<file path="src/rtl/store_buffer.sv">
// Write-through store buffer: stores queue in a small FIFO and drain to data memory in order.
// Load-hit behaviour is chosen by STORE_BUFFER_FWD_EN (forward youngest match) vs. default (stall until drained).
module store_buffer #(
   parameter int DEPTH = 4,
   parameter int CW    = 3
) (
   input  logic          clk,
   input  logic          reset,
   input  logic          cpu_we,
   input  logic          cpu_re,
   input  logic [31:0]   cpu_addr,
   input  logic [31:0]   cpu_wdata,
   output logic [31:0]   cpu_rdata,
   output logic          stall,
   output logic          mem_we,
   output logic [31:0]   mem_waddr,
   output logic [31:0]   mem_wdata,
   output logic [31:0]   mem_raddr,
   input  logic [31:0]   mem_rdata,
   input  logic          mem_ready,
   output logic [CW-1:0] count
);

   localparam int PW = (DEPTH > 1) ? $clog2(DEPTH) : 1;

   logic [31:0]   addr_q [DEPTH];
   logic [31:0]   data_q [DEPTH];
   logic [PW-1:0] head_reg;
   logic [PW-1:0] tail_reg;
   logic [CW-1:0] count_reg;

   logic          full;
   logic          empty;
   logic          push;
   logic          pop;
   logic          load;
   logic          hit;
   logic [DEPTH-1:0] valid;
   logic [DEPTH-1:0] match;

   assign full  = (count_reg == CW'(DEPTH));
   assign empty = (count_reg == '0);
   assign push  = cpu_we && !full;
   assign pop   = !empty && mem_ready;

   // A store in the same cycle takes priority, so the load is not looked up at all.
   assign load  = cpu_re && !cpu_we;

   always_ff @(posedge clk or posedge reset) begin
      if (reset) begin
         head_reg  <= '0;
         tail_reg  <= '0;
         count_reg <= '0;
      end else begin
         if (push)
            tail_reg <= tail_reg + PW'(1);
         if (pop)
            head_reg <= head_reg + PW'(1);
         case ({push, pop})
            2'b10:   count_reg <= count_reg + CW'(1);
            2'b01:   count_reg <= count_reg - CW'(1);
            default: count_reg <= count_reg;
         endcase
      end
   end

   // Entry storage is deliberately left out of reset; validity comes from head/count.
   always_ff @(posedge clk) begin
      if (push) begin
         addr_q[tail_reg] <= cpu_addr;
         data_q[tail_reg] <= cpu_wdata;
      end
   end

   genvar gi;
   generate
      for (gi = 0; gi < DEPTH; gi++) begin : g_match
         logic [PW-1:0] offset;
         assign offset    = PW'(gi) - head_reg;
         assign valid[gi] = (CW'(offset) < count_reg);
         assign match[gi] = valid[gi] && (addr_q[gi][31:2] == cpu_addr[31:2]);
      end
   endgenerate

   assign hit       = load && (|match);
   assign mem_we    = !empty;
   assign mem_waddr = addr_q[head_reg];
   assign mem_wdata = data_q[head_reg];
   assign mem_raddr = cpu_addr;
   assign count     = count_reg;

`ifdef STORE_BUFFER_FWD_EN
   logic [31:0]   fwd_data;
   logic [PW-1:0] idx;

   // Walk oldest to youngest so the last match seen is the entry nearest the tail.
   always_comb begin
      fwd_data = '0;
      idx      = '0;
      for (int k = 0; k < DEPTH; k++) begin
         idx = head_reg + PW'(k);
         if (match[idx])
            fwd_data = data_q[idx];
      end
   end

   assign cpu_rdata = hit ? fwd_data : mem_rdata;
   assign stall     = cpu_we && full;
`else
   assign cpu_rdata = mem_rdata;
   assign stall     = (cpu_we && full) || hit;
`endif

endmodule

</file>
<file path="config.mk">
export PLATFORM = sky130hd
export DESIGN_NAME = store_buffer
export DESIGN_NICKNAME = d
export VERILOG_FILES = /design/src/rtl/store_buffer.sv
export SDC_FILE = /design/constraint.sdc
export NUM_CORES = 1
export LEC_CHECK = 0
export ABC_AREA = 0
export BUFFER_PORTS_ARGS = -buffer_cell sky130_fd_sc_hd__buf_2
export CORE_ASPECT_RATIO = 1.5
export CORE_MARGIN = 5
export CORE_UTILIZATION = 59
export CTS_CLUSTER_DIAMETER = 50
export DETAILED_ROUTE_END_ITERATION = 12
export PLACE_DENSITY = 0.93
export SLEW_MARGIN = 40
export SYNTH_ARGS = -nofsm -noshare
export SYNTH_HDL_FRONTEND = slang
export SYNTH_SLANG_ARGS = --single-unit
export TNS_END_PERCENT = 100
</file>
<file path="constraint.sdc">
create_clock -name clk -period 6.2 [get_ports clk]
set_input_delay 1.55 -clock clk [delete_from_list [all_inputs] [get_ports clk]]
set_output_delay 1.55 -clock clk [all_outputs]
set_load 0.02 [all_outputs]
</file>
; Word level (Yosys, flattened, before mapping)
; Memory sizes are Yosys's and may differ from the RTL's.
; Cells that the tools add are included.
[word_totals]
reg_bits = 7
mem_bits_rw = 256
inputBits = 101
n_memories = 2
[mem_list]
columns = memory, words, width, read_ports, rd_ports_with_merged_regs, wr, line_no
row1 = addr_q, 4, 32, 5, 0, 1, 26  ; logic [31:0] addr_q [DEPTH];
row2 = data_q, 4, 32, 1, 0, 1, 27  ; logic [31:0] data_q [DEPTH];
[op_classes]
addsub = 8
order_cmp = 4
n_eq_ne = 7
muxes = 3
n_reduce_logical = 16
[op_table]
columns = cell, n
row1 = $eq 30x30->1, 4
row2 = $lt 2x3->1, 4
row3 = $logic_and 1x1->1, 9
row4 = $pmux 3 s2, 1
row5 = $add 2x1->2 const B, 2
row6 = $reduce_or 4->1, 1
row7 = $sub 1x2->2 const A, 2
row8 = $sub 2x2->2 const A, 2
row9 = $add 3x1->3 const B, 1
row10 = $eq 3x3->1 const B, 1
row11 = $logic_not 1->1, 3
row12 = $logic_not 3->1, 1
row13 = $sub 3x1->3 const B, 1
row14 = $eq 2x1->1 const B, 1
row15 = $eq 2x2->1 const B, 1
row16 = $mux 1, 2
row17 = $reduce_bool 2->1, 1
row18 = $logic_or 1x1->1, 1

; Depth between registers and ports, before layout
; Gate-level depths: netlist of the first run.
[depth]
depth_word = 6
ltp_mapped = 11
mapped_depth_nobuf = 9

; Least setup slack after synthesis of the first run
; OpenSTA, ideal clock, no wires.
[synth_path]
path_type = input -> output
start = in cpu_re
end = out stall
arrival_ns = 2.867
required_ns = 4.650
path_slack_ns = 1.783
stages = 6
path_cell_list = nor2b_2 -> o21ai_1 -> or4_4 -> a2111oi_4 -> a31oi_1 -> nand3_1
[synth_via]
elab_chain_len = 3
[synth_rtl]
columns = element, line_no
row1 = from (decl), 10  ; input logic cpu_re,
row2 = $logic_and 1x1->1, 47  ; assign load = cpu_re && !cpu_we;
row3 = $logic_and 1x1->1, 85  ; assign hit = load && (|match);
row4 = $logic_or 1x1->1, 111  ; assign stall = (cpu_we && full) || hit;
row5 = to (decl), 14  ; output logic stall,
; No other way between the ends.

; Final worst setup path of the first run
[layout_path]
start = in cpu_we
end = out stall
[layout_via]
elab_chain_len = 4
[layout_rtl]
columns = element, line_no
row1 = from (decl), 9  ; input logic cpu_we,
row2 = $logic_not 1->1, 47
row3 = $logic_and 1x1->1, 47
row4 = $logic_and 1x1->1, 85
row5 = $logic_or 1x1->1 (*), 111
; Mark *: on every way between the ends. The rest lies on a longest branch, timed or not.

==> impl_metrics.env, run 1 <==
export IMPL_path_clk_slew_ns=0.06
export IMPL_final_cell_mix="256 x edfxtp_1, 169 x buf_2, 66 x xor2_1"
export IMPL_yosys_warnings=0
export IMPL_cp_start_kind="primary input"
export IMPL_num_vias=6025
export IMPL_max_freq_mhz=203.3
export IMPL_finalHoldViolCount=0
export IMPL_path_max_fanout=4
export IMPL_ctsHoldBuffers=0
export IMPL_slew_headroom_pct=48.96
export IMPL_areaGrowthSynthToFinish_pct=12.75
export IMPL_grt_pass1_wl_um=37880
export IMPL_cts_max_path_buffers=3
export IMPL_dpl_cell_area_mm2=0.01226
export IMPL_htreeDepth=1
export IMPL_critical_path_endpoint_type="output pin"
export IMPL_numPortBuffers=169
export IMPL_nNetsFinal=857
export IMPL_grt_pass1_vias=6434
export IMPL_r2r_start="count[0]"
export IMPL_num_rows=62
export IMPL_gp_congestion=0.8456
export IMPL_clkLatencyLatePin_ns=0.51
export IMPL_rsz0062_at_grt="no"
export IMPL_wl_um=24890
export IMPL_viasPerCell=5.907
export IMPL_gr_usage_all_layers_pct=21.72
export IMPL_yosys_register_bits=263
export IMPL_power_density_mw_per_mm2=471.8
export IMPL_fin_crit_ns=4.918
export IMPL_diodes=0
export IMPL_die_w_um=124.5
export IMPL_wl_per_cell_um=24.40
export IMPL_synth_cell_types=33
export IMPL_grt_max_degree=51
export IMPL_grt_ovfl_total=0
export IMPL_peakVddDrop_mv=0.3638
export IMPL_skew_ns=0.01157
export IMPL_n_fill_cell=1278
export IMPL_core_area_mm2=0.01924
export IMPL_dpl_hpwl_um=16720
export IMPL_cap_viol_max_count=0
export IMPL_status="complete, no violations"
export IMPL_setup_tns_final_ns=0
export IMPL_tightest_slew_ns=0.7655
export IMPL_instances_no_fill=1020
export IMPL_initial_core_util_pct=60.29
export IMPL_die_area_mm2=0.02262
export IMPL_syn_inst=625
export IMPL_reg2reg_to="addr_q[3][10]"
export IMPL_ios=234
export IMPL_antenna_found_initial=1
export IMPL_synth_nets=736
export IMPL_cp_required_ns=4.65
export IMPL_final_common_cell="edfxtp_1"
export IMPL_ctsResizeCount=0
export IMPL_hp_start="tail_reg[0]"
export IMPL_fin_crit_sh_pct=79.32
export IMPL_numClockSinks=263
export IMPL_drc=0
export IMPL_root_buffer="clkbuf_16"
export IMPL_die_height_um=181.7
export IMPL_cts_inserted_buffers=24
export IMPL_r2r_cells=4
export IMPL_cts_tree="yes"
export IMPL_final_setup_viol_count=0
export IMPL_dp_cells=976
export IMPL_avgSynthCellArea_um2=18.56
export IMPL_critPathArrivalTime_ns=3.37
export IMPL_antenna_left=0
export IMPL_final_area_mm2=0.01308
export IMPL_drt_iter0_markers=506
export IMPL_drive_above_1_share_pct=37.30
export IMPL_min_path_type="reg2reg"
export IMPL_ys_seq_area_share_pct=67.79
export IMPL_r2r_setup_slack_ns=3.55
export IMPL_dr_pass1_iters=4
export IMPL_synth_area_mm2=0.01160
export IMPL_final_max_slew_viol_count=0
export IMPL_p_leak_nw=4.555
export IMPL_crit_path_start="cpu_we"
export IMPL_postCtsSetupBuffers=0
export IMPL_endpoint="stall"
export IMPL_crit_type="in2out"
-- metrics by stage --
step | worst slack, ns | hold WS (ns) | total power [mW] | utilization (%)
after global placement | 1.295 | 0.6051 | 4.667 | 63.73
after detailed placement | 1.300 | 0.6106 | 4.702 | 63.75
after CTS | 1.284 | 0.6347 | 6.231 | 67.98
after floorplan | 1.783 | 0.5618 | 4.042 | -
final | 1.282 | 0.6345 | 6.170 | 67.98
after global routing | 1.157 | 0.6791 | 6.445 | 67.98
-- layout make-up --
class	instances	area [um^2]	area share, %
clock buffers	29	640.6	4.899
clock inverters	15	172.7	1.320
inverters	13	48.80	0.3731
multi-input cells	269	3137	23.99
flip-flops and latches	263	7868	60.16
well taps	256	320.3	2.449
repair buffers	175	890.9	6.812
-- synth_stat cells --
cell | n | share of area (%)
buf_4 | 67 | 4.3
or3_1 | 1 | 0.054
nor4_1 | 14 | 0.76
a2111oi_4 | 1 | 0.24
or4_4 | 1 | 0.097
edfxtp_1 | 256 | 66
nand2_1 | 2 | 0.065
nand2b_1 | 2 | 0.11
nor2_1 | 2 | 0.065
a2111oi_0 | 2 | 0.15
mux2i_1 | 1 | 0.086
a21boi_2 | 1 | 0.097
buf_1 | 4 | 0.13
a2111oi_1 | 1 | 0.086
clkbuf_1 | 3 | 0.097
o21ai_1 | 3 | 0.13
dfrtp_1 | 7 | 1.5
xor2_1 | 66 | 5.0
buf_2 | 6 | 0.26
a21oi_1 | 2 | 0.086
nand3_1 | 8 | 0.35
nand4_1 | 14 | 0.76
nor2b_2 | 1 | 0.076
inv_1 | 12 | 0.39
fa_1 | 1 | 0.17
or4_1 | 1 | 0.065
nor3_1 | 4 | 0.17
a31oi_1 | 2 | 0.11
mux4_2 | 64 | 12
ha_1 | 9 | 0.97
inv_2 | 1 | 0.032
and2_1 | 5 | 0.27
xnor2_1 | 61 | 4.6
-- worst min path at each step --
stage / depth (start not counted) / slack, ns / endpoint
detailed placement: 2 / 0.61 / tail_reg[1]
global placement: 2 / 0.61 / tail_reg[1]
finish: 2 / 0.63 / tail_reg[0]
floorplan: 2 / 0.56 / tail_reg[1]
global route: 2 / 0.68 / tail_reg[1]
CTS: 1 / 0.63 / count[0]
-- metal layers --
layer	vias up	wire (um)	track usage, %
li1	2606	-	-
met1	3030	8590	26.01
met2	299	13050	37.41
met3	88	1860	4.233
met4	2	1372	11.36
met5	-	11	0
-- power by group --
group	internal [mW]	switching [mW]
Clock	0.903	0.616
Sequential	2.35	0.248
Combinational	0.834	1.21
-- worst max-delay path: stages --
cell and delay (ns):
buf_2 0.14, nor2b_2 0.19, o21ai_1 0.11, or4_1 0.60, a2111oi_1 0.38, a31oi_1 0.07
nand3_1 0.15, buf_2 0.18
-- cell families (layout without fill, tap and decap cells) --
| kind of cell | count (synthesis) | in the layout | synth area share, % |
|---|---|---|---|
| fa+ha+maj | 10 | 10 | 1.143 |
| xor+xnor | 127 | 127 | 9.590 |
| simple gates | 55 | 55 | 2.826 |
| mux | 65 | 65 | 12.51 |
| flops | 263 | 263 | 67.79 |
| buf+inv | 93 | 232 | 5.243 |
| compound gates | 12 | 12 | 0.8954 |
Power figures use the tool's default switching activity.
==> run 2: changes to the inputs <==
- CORE_UTILIZATION: 59 -> 50
- PLACE_DENSITY: 0.93 -> 0.85
- clock period: 6.2 -> 4.41 ns (I/O delays scaled with it)
==> run 2 against run 1 <==
Effect of this change: die area is 17% higher; critical path depth stayed put; via count is 2.8% lower; highest routed layer is now met4; non-clock buffer count is 8 higher; sequential power is 38% higher; largest cell class unchanged; power is 39% higher; combinational power is 45% higher; hold slack worse by 0.12 ns; first-iteration DRC count is 27% lower; design area is 0.79% higher; register-to-register slack worse by 1.5 ns.
==> impl_metrics.env, run 2 (same netlist as run 1, synthesis figures left out) <==
export IMPL_status="complete, no violations"
export IMPL_num_vias=5856
export IMPL_grt_ovfl_total=0
export IMPL_viasPerCell=5.556
export IMPL_min_path_type="in2async"
export IMPL_nNetsFinal=866
export IMPL_ctsHoldBuffers=0
export IMPL_cts_tree="yes"
export IMPL_final_max_slew_viol_count=0
export IMPL_crit_type="in2out"
export IMPL_antenna_found_initial=1
export IMPL_dp_cells=1008
export IMPL_drive_above_1_share_pct=37.77
export IMPL_gp_congestion=0.7875
export IMPL_final_cell_mix="256 x edfxtp_1, 169 x buf_2, 66 x xor2_1"
export IMPL_wl_um=24990
export IMPL_n_fill_cell=1737
export IMPL_path_clk_slew_ns=0.06
export IMPL_dpl_cell_area_mm2=0.01240
export IMPL_finalHoldViolCount=0
export IMPL_instances_no_fill=1054
export IMPL_max_freq_mhz=240.8
export IMPL_htreeDepth=1
export IMPL_final_setup_viol_count=0
export IMPL_critical_path_endpoint_type="output pin"
export IMPL_ios=234
export IMPL_num_rows=68
export IMPL_cts_inserted_buffers=25
export IMPL_cp_start_kind="primary input"
export IMPL_seq_area_mm2=0.007868
export IMPL_fin_crit_ns=4.153
export IMPL_root_buffer="clkbuf_16"
export IMPL_grt_max_degree=53
export IMPL_drc=0
export IMPL_postCtsSetupBuffers=0
export IMPL_grt_pass1_wl_um=37340
export IMPL_dpl_hpwl_um=17670
export IMPL_drt_iter0_markers=370
export IMPL_dr_pass1_iters=4
export IMPL_slew_headroom_pct=55.17
export IMPL_fin_crit_sh_pct=94.17
export IMPL_numClockSinks=263
export IMPL_ctsResizeCount=0
export IMPL_numPortBuffers=169
export IMPL_die_area_mm2=0.02641
export IMPL_cap_viol_max_count=0
export IMPL_tightest_slew_ns=0.6724
export IMPL_wl_per_cell_um=23.71
export IMPL_areaGrowthSynthToFinish_pct=13.65
export IMPL_die_height_um=196.5
export IMPL_final_area_mm2=0.01318
export IMPL_final_core_util_pct=57.38
export IMPL_critPathArrivalTime_ns=3.05
export IMPL_cts_max_path_buffers=3
export IMPL_final_common_cell="edfxtp_1"
export IMPL_peakVddDrop_mv=0.3800
export IMPL_multi_input_area_mm2=0.003133
export IMPL_setup_tns_final_ns=0
export IMPL_clkLatencyLatePin_ns=0.51
export IMPL_cp_required_ns=3.31
export IMPL_p_leak_nw=4.580
export IMPL_initial_core_util_pct=50.49
export IMPL_core_area_mm2=0.02297
export IMPL_skew_ns=0.009008
export IMPL_path_max_fanout=9
export IMPL_die_w_um=134.4
export IMPL_power_density_mw_per_mm2=652.1
export IMPL_grt_pass1_vias=6280
export IMPL_antenna_left=0
export IMPL_rsz0062_at_grt="no"
export IMPL_gr_usage_all_layers_pct=18.78
[run 2: changes by cell type in the layout (fill, tap and decap cells not counted), sizes merged]
cell,previous run,this run
buf,175,183
clkbuf,29,32
bufinv,4,2
clkinvlp,0,2
clkinv,10,9
diode,0,1
inv,14,13
[run 2: power breakdown]
part	internal (mW)	total [mW]	switching (mW)
logic	1.21	2.98	1.77
registers	3.31	3.58	0.278
clock network	1.17	2.03	0.867
total	5.68	8.59	2.91
[run 2: per-layer routing]
layer | wire length (um) | up-vias | part of all wire [%] | track usage, %
met4 | 1472 | 0 | 5.9 | 10.08
met1 | 8833 | 2941 | 35 | 21.77
met2 | 13210 | 208 | 53 | 33.42
met3 | 1472 | 81 | 5.9 | 2.911
li1 | - | 2626 | - | -
met5 | 0 | - | 0 | 0
[run 2: cell type report]
| class | count | share of cell area [%] |
|---|---|---|
| antenna | 1 | 0.01898 |
| clock buffer | 32 | 4.945 |
| clock inverter | 13 | 0.9587 |
| inverter | 13 | 0.3702 |
| multi-input combinational | 269 | 23.77 |
| sequential | 263 | 59.69 |
| tap | 280 | 2.658 |
| timing repair buffer | 183 | 7.594 |
[run 2: path summary, 6_finish.rpt]
path / startpoint / endpoint / slack (ns) / cells past startpoint
max: cpu_addr[7] / stall / 0.26 / 8
min: reset / tail_reg[1] / 0.52 / 2
max reg2reg: count[0] / data_q[0][14] / 2.04 / 4
min reg2reg: tail_reg[1] / tail_reg[1] / 0.64 / 2
max in group asynchronous: reset / head_reg[0] / 3.65 / 2
min in group clk: tail_reg[1] / tail_reg[1] / 0.64 / 2
[run 2: per-stage QoR]
step	worst slack (ns)	total power [mW]	hold slack, ns
6_report	0.2570	8.595	0.5186
5_1_grt	0.1751	9.000	0.5292
4_1_cts	0.2409	8.720	0.4981
3_5_place_dp	0.2475	6.678	0.6301
3_3_place_gp	0.2364	6.644	0.6190
2_1_floorplan	0.8882	5.683	0.5618
[run 2: critical path: stages]
cell and delay, ns:
buf_2 0.16, xor2_1 0.17, nor4_1 0.59, nand4_1 0.18, a2111oi_1 0.43, a31oi_1 0.07
nand3_1 0.15, buf_2 0.19
